$ cat src/rtl/lsu_ctrl_pkg.sv
// Shared encodings for the load/store controller: access sizes, FSM states
// and the alignment rule used to reject a request before it touches memory.
package lsu_defs;

   localparam logic [1:0] SZ_BYTE = 2'd0;
   localparam logic [1:0] SZ_HALF = 2'd1;
   localparam logic [1:0] SZ_WORD = 2'd2;

   typedef enum logic [2:0] {
      S_IDLE = 3'd0,
      S_RD   = 3'd1,
      S_CAP  = 3'd2,
      S_WR   = 3'd3,
      S_RESP = 3'd4
   } state_t;

   // Size code 3 counts as misaligned so one check covers both error kinds.
   function automatic logic misaligned(input logic [1:0] size, input logic [1:0] offset);
      logic bad;
      bad = 1'b0;
      case (size)
         SZ_BYTE: bad = 1'b0;
         SZ_HALF: bad = offset[0];
         SZ_WORD: bad = (offset != 2'b00);
         default: bad = 1'b1;
      endcase
      return bad;
   endfunction

endpackage

$ cat src/rtl/lsu_align.sv
// Little-endian lane logic: extracts and extends a load lane from a memory
// word, and merges store data into the addressed lane(s) of that word.
module lsu_align
   import lsu_defs::*;
(
   input  logic [31:0] word,
   input  logic [1:0]  offset,
   input  logic [1:0]  size,
   input  logic        uns,
   input  logic [31:0] wdata,
   output logic [31:0] load_data,
   output logic [31:0] store_word
);

   logic        [4:0]  byte_pos;
   logic        [4:0]  half_pos;
   logic signed [7:0]  lane_b;
   logic signed [15:0] lane_h;

   assign byte_pos = {offset, 3'b000};
   assign half_pos = {offset[1], 4'b0000};

   always_comb begin
      lane_b    = word[byte_pos +: 8];
      lane_h    = word[half_pos +: 16];
      load_data = word;
      case (size)
         SZ_BYTE: load_data = uns ? {24'd0, lane_b} : 32'(lane_b);
         SZ_HALF: load_data = uns ? {16'd0, lane_h} : 32'(lane_h);
         default: load_data = word;
      endcase
   end

   always_comb begin
      store_word = word;
      case (size)
         SZ_BYTE: store_word[byte_pos +: 8]  = wdata[7:0];
         SZ_HALF: store_word[half_pos +: 16] = wdata[15:0];
         default: store_word = wdata;
      endcase
   end

endmodule

$ cat src/rtl/lsu_ctrl.sv
// Load/store controller: one CPU request at a time, sequenced onto a
// word-only memory port, with read-modify-write for sub-word stores.
module lsu_ctrl
   import lsu_defs::*;
#(
   parameter int MEM_BYTES = 4096
) (
   input  logic        clk,
   input  logic        rst,
   input  logic        req_valid,
   output logic        req_ready,
   input  logic        req_we,
   input  logic [1:0]  req_size,
   input  logic        req_unsigned,
   input  logic [31:0] req_addr,
   input  logic [31:0] req_wdata,
   output logic        resp_valid,
   output logic [31:0] resp_rdata,
   output logic        resp_err,
   output logic [31:0] data_addr,
   output logic        data_rd,
   output logic        data_wr,
   output logic [31:0] din,
   input  logic [31:0] dout
);

   localparam logic [31:0] MEM_LIMIT = 32'(MEM_BYTES);

   state_t      state_q, state_d;
   logic        we_q;
   logic [1:0]  size_q;
   logic        uns_q;
   logic [31:0] addr_q;
   logic [31:0] word_q;
   logic [31:0] rdata_q;
   logic        err_q;

   logic        accept;
   logic        req_bad;
   logic [31:0] load_data;
   logic [31:0] store_word;

   assign req_bad = misaligned(req_size, req_addr[1:0]) || (req_addr >= MEM_LIMIT);
   assign accept  = req_valid && req_ready;

   lsu_align u_align (
      .word       (dout),
      .offset     (addr_q[1:0]),
      .size       (size_q),
      .uns        (uns_q),
      .wdata      (word_q),
      .load_data  (load_data),
      .store_word (store_word)
   );

   always_ff @(posedge clk or posedge rst) begin
      if (rst) begin
         state_q <= S_IDLE;
      end else begin
         state_q <= state_d;
      end
   end

   // Strobes come from the state register alone; ready is held low while reset is active.
   always_comb begin
      state_d    = state_q;
      req_ready  = 1'b0;
      data_rd    = 1'b0;
      data_wr    = 1'b0;
      resp_valid = 1'b0;
      case (state_q)
         S_IDLE: begin
            req_ready = !rst;
            if (req_valid && !rst) begin
               if (req_bad)
                  state_d = S_RESP;
               else if (!req_we || req_size != SZ_WORD)
                  state_d = S_RD;
               else
                  state_d = S_WR;
            end
         end
         S_RD: begin
            data_rd = 1'b1;
            state_d = S_CAP;
         end
         S_CAP: begin
            state_d = we_q ? S_WR : S_RESP;
         end
         S_WR: begin
            data_wr = 1'b1;
            state_d = S_RESP;
         end
         S_RESP: begin
            resp_valid = 1'b1;
            state_d    = S_IDLE;
         end
         default: state_d = S_IDLE;
      endcase
   end

   // word_q holds the store data until CAP, where sub-word stores swap in the merged word.
   always_ff @(posedge clk or posedge rst) begin
      if (rst) begin
         we_q    <= 1'b0;
         size_q  <= SZ_BYTE;
         uns_q   <= 1'b0;
         addr_q  <= '0;
         word_q  <= '0;
         rdata_q <= '0;
         err_q   <= 1'b0;
      end else begin
         if (accept) begin
            we_q    <= req_we;
            size_q  <= req_size;
            uns_q   <= req_unsigned;
            addr_q  <= req_addr;
            word_q  <= req_wdata;
            rdata_q <= '0;
            err_q   <= req_bad;
         end else if (state_q == S_CAP) begin
            if (we_q)
               word_q <= store_word;
            else
               rdata_q <= load_data;
         end
      end
   end

   assign data_addr  = {addr_q[31:2], 2'b00};
   assign din        = word_q;
   assign resp_rdata = resp_valid ? rdata_q : '0;
   assign resp_err   = resp_valid && err_q;

endmodule

$ cat config.mk
export PLATFORM = sky130hd
export DESIGN_NAME = lsu_ctrl
export DESIGN_NICKNAME = d
export VERILOG_FILES = /design/src/rtl/lsu_ctrl_pkg.sv /design/src/rtl/lsu_align.sv /design/src/rtl/lsu_ctrl.sv
export SDC_FILE = /design/constraint.sdc
export NUM_CORES = 1
export LEC_CHECK = 0
export CORE_MARGIN = 4
export CORE_UTILIZATION = 50
export CTS_CLUSTER_DIAMETER = 60
export DETAILED_ROUTE_END_ITERATION = 16
export GPL_TIMING_DRIVEN = 0
export PLACE_DENSITY_LB_ADDON = 0.3
export SETUP_SLACK_MARGIN = 0.3
export SKIP_LAST_GASP = 1
export SLEW_MARGIN = 20
export SYNTH_ARGS = -nofsm -noshare
export SYNTH_HDL_FRONTEND = slang
export SYNTH_SLANG_ARGS = --single-unit
$ cat constraint.sdc
create_clock -name clk -period 8.01 [get_ports clk]
set_input_delay 2.0025 -clock clk [delete_from_list [all_inputs] [get_ports clk]]
set_output_delay 2.0025 -clock clk [all_outputs]
set_load 0.02 [all_outputs]
==> flow_summary.yaml <==
status:
  status: "finished, final reports clean"
sta:
  report.final.slew_viol_count: 0
  finalCritPeriodShare_pct: 72.6
  hold_viol_final: 0
  rsz0062_at_grt: "no"
  worstMarginPinSlew_ns: 0.946
  clock.fmax_mhz: 172
  finalSetupViolCount: 0
  finalWorstSetupSlack_ns: 2.19
  period_minus_slack_ns: 5.82
  slew_headroom_pct: 36.4
  holdWs_ns: 0.476
  skew_ns: 0.00666
  fin_setup_tns_ns: 0
critical_path:
  cp-start-kind: "input pin"
  cp_cell_sequence: "clkdlybuf4s50_1, nor4_1, buf_2, clkdlybuf4s50_1"
  end_kind: "output port"
  critPathKind: "input pin to output port"
  cp_max_fo: 10
  critPathSlowestCell: "clkdlybuf4s50_1"
  worstPathArrival_ns: 3.81
  crit_family: "buffers and inverters"
  slowest_delay_ns: 0.62
  path_common_cell: "clkdlybuf4s50_1"
  critPathBufInv: 3
  cp.required_ns: 6.01
clock_network:
  cts_resized: 0
  hold_buffers: 0
  cts_max_level: 3
  cts-root-buf: "clkbuf_16"
  clockBufferDepth: 2
  cts_tree: "done"
  numCtsBuffers: 9
  post-cts-setup-buffer-count: 0
  worstSkewPairLatency_ns: 0.35
  path_clk_slew_ns: 0.07
  cts.sinks: 104
final_layout:
  diodes: 0
  fin_cells: 1033
  final_nets: 994
  fillers: 859
  drive_above_1_share_pct: 8.99
  area_growth_pct: 42.8
yosys:
  synth_cell_types: 51
  syn-mean-instance-area_um2: 8.83
  synth-seq-cells: 104
  synth_area_um2: 5930
  ys_seq_area_share_pct: 43.9
  synthDominantCellAreaShare_pct: 43.9
  synthTopCellsByArea: "dfrtp_1 (44%), nand2_1 (9.2%), o21ai_0 (5.1%), mux2i_1 (4.4%), buf_4 (4.2%)"
  synthFlopType: "dfrtp_1"
  netlist_instances: 672
  synthTopCellsByCount: "nand2_1 (146), dfrtp_1 (104), o21ai_0 (61)"
  synth_edf_count: 0
  synth_top_cell_by_area: "dfrtp_1"
  synth_warnings: 0
  yosys.cell_count.top_type: "nand2_1"
  async_flop_share_pct: 100
drt:
  first_iter_violations: 581
  vias_per_cell: 5.79
  drc: 0
  wl_um: 19900
  vias: 5979
  wl_per_cell_um: 19.3
  postRouteAntennaNets: 0
  first_pass_iters: 5
min_path:
  hold_path_class: "register to register"
floorplanning:
  die_area_um2: 13700
  die_height_um: 117
  ios: 204
  core.rowCount: 39
  start_util_pct: 51.5
  core_um2: 11500
  die_w_um: 117
place:
  gp_congestion: 0.970
  hpwl_um: 15400
  place_ws_ns: 2.23
  port_buffers: 201
  placed_cells: 1018
global_routing:
  antenna_found_initial: 1
  grt_max_degree: 67
  grt_pass1_wl_um: 30300
  grtUsageTotal_pct: 28.9
  first_global_vias: 5872
  grt_remaining_overflow: 0
power_and_ir_drop:
  powerDensity_nw_per_um2: 193
  p_seq_share_pct: 39.4
  leakagePower_nw: 3.78
  p_comb_share_pct: 32.0
  ir_drop_uv: 109
  cellInternalPower_w: 0.00110
  switching_share_pct: 32.6
  p_switching_w: 0.000532
  power.total_w: 0.00163
  clockPowerShare_pct: 28.7
run:
  maxCapViolCount: 0
## stage by stage
step | area, um2 | utilization (%)
2_1_floorplan | 5940 | -
3_3_place_gp | 8130 | 70.6
3_5_place_dp | 8160 | 70.8
4_1_cts | 8470 | 73.6
5_1_grt | 8470 | 73.6
6_report | 8470 | 73.6
## sequential cells by signal, summed over array words and instances, names as in the netlist
name	flops
addr_q	32
din	32
rdata_q	32
state_q	3
size_q	2
err_q	1
uns_q	1
we_q	1
## placed cells by master, fill, tap and decap left out, types with 2 or more instances in the layout
cell             netlist  final
bufinv_16              0      2
nand2b_1               5      5
clkbuf_16              0      9
clkbuf_1              20     21
nor2b_1                2      2
buf_4                 33     33
ha_1                   5      5
buf_1                  6      6
dfrtp_1              104    104
a22oi_1               16     16
a211o_1               14     14
mux2i_1               26     26
a31oi_1                8      8
buf_2                 16     16
nor2_1                15     15
and2_1                36     36
clkinvlp_4             0      3
nand3_2                2      2
nor3_1                 6      6
and3b_1                7      7
nand3_1               10     10
conb_1                 1      2
nand2_1              146    146
inv_1                 15     14
nor4_1                 7      7
o22ai_1                7      7
a21oi_1               27     27
buf_6                  3      3
clkdlybuf4s50_1        0    201
a221oi_1              24     24
or3_1                  6      6
nor3b_1                4      4
o21ai_0               61     61
and3_1                10     10
o21ai_1               10     10
## cell type report
class,count,area (um2),area share (%)
multi-input cells,475,2810,33.2
flip-flops and latches,104,2600,30.7
repair buffers,202,2040,24.1
plain buffers,78,459,5.42
clock buffers,10,229,2.70
well taps,143,179,2.11
clock inverters,5,82.6,0.975
inverters,16,65.1,0.768
## final timing paths
kind                       startpoint    endpoint  slack [ns]  cells past startpoint
hold reg to reg            addr_q[26]  addr_q[26]        0.48                      2
setup reg to reg            addr_q[0]     din[26]        5.26                      8
min in group asynchronous         rst       uns_q        2.09                      2
setup / recovery                  rst   req_ready        2.19                      4
max in group asynchronous         rst     din[23]        5.28                      3
hold / removal             addr_q[26]  addr_q[26]        0.48                      2
## logic make-up (layout without fill, tap and decap cells)
kind of cell	after synthesis	count (layout)	share of synthesized area (%)
AND/OR/NAND/NOR	267	267	22.6
adder cells (fa/ha/maj)	5	5	1.05
AO/OA/AOI/OAI	174	174	18.9
flip-flops	104	104	43.9
other	1	2	0.0632
multiplexers	27	27	4.77
buffers and inverters	94	311	8.75
## layer usage
| layer | track usage (%) | vias up | wire length, um | share of wire, % |
|---|---|---|---|---|
| li1 | - | 2747 | - | - |
| met1 | 38.6 | 2840 | 8150 | 41 |
| met2 | 46.1 | 338 | 9330 | 47 |
| met3 | 6.22 | 52 | 1870 | 9.4 |
| met4 | 11.9 | 2 | 541 | 2.7 |
| met5 | 0 | - | 13 | 0.065 |
## tightest hold or removal path, cell delays in order, from the launching register on
cell and delay [ns]:
dfrtp_1 0.34, nand2_1 0.05, nand2_1 0.05
## power by group through the flow
| stage | registers, W | clock network (W) | logic, W |
|---|---|---|---|
| 3_5_place_dp | 0.000648 | 0 | 0.000516 |
| 4_1_cts | 0.000640 | 0.000471 | 0.000519 |
| 3_3_place_gp | 0.000646 | 0 | 0.000504 |
| 6_report | 0.000642 | 0.000467 | 0.000521 |
| 2_1_floorplan | 0.000666 | 0 | 0.000250 |
| 5_1_grt | 0.000648 | 0.000495 | 0.000559 |
(Power assumes the default switching activity.)
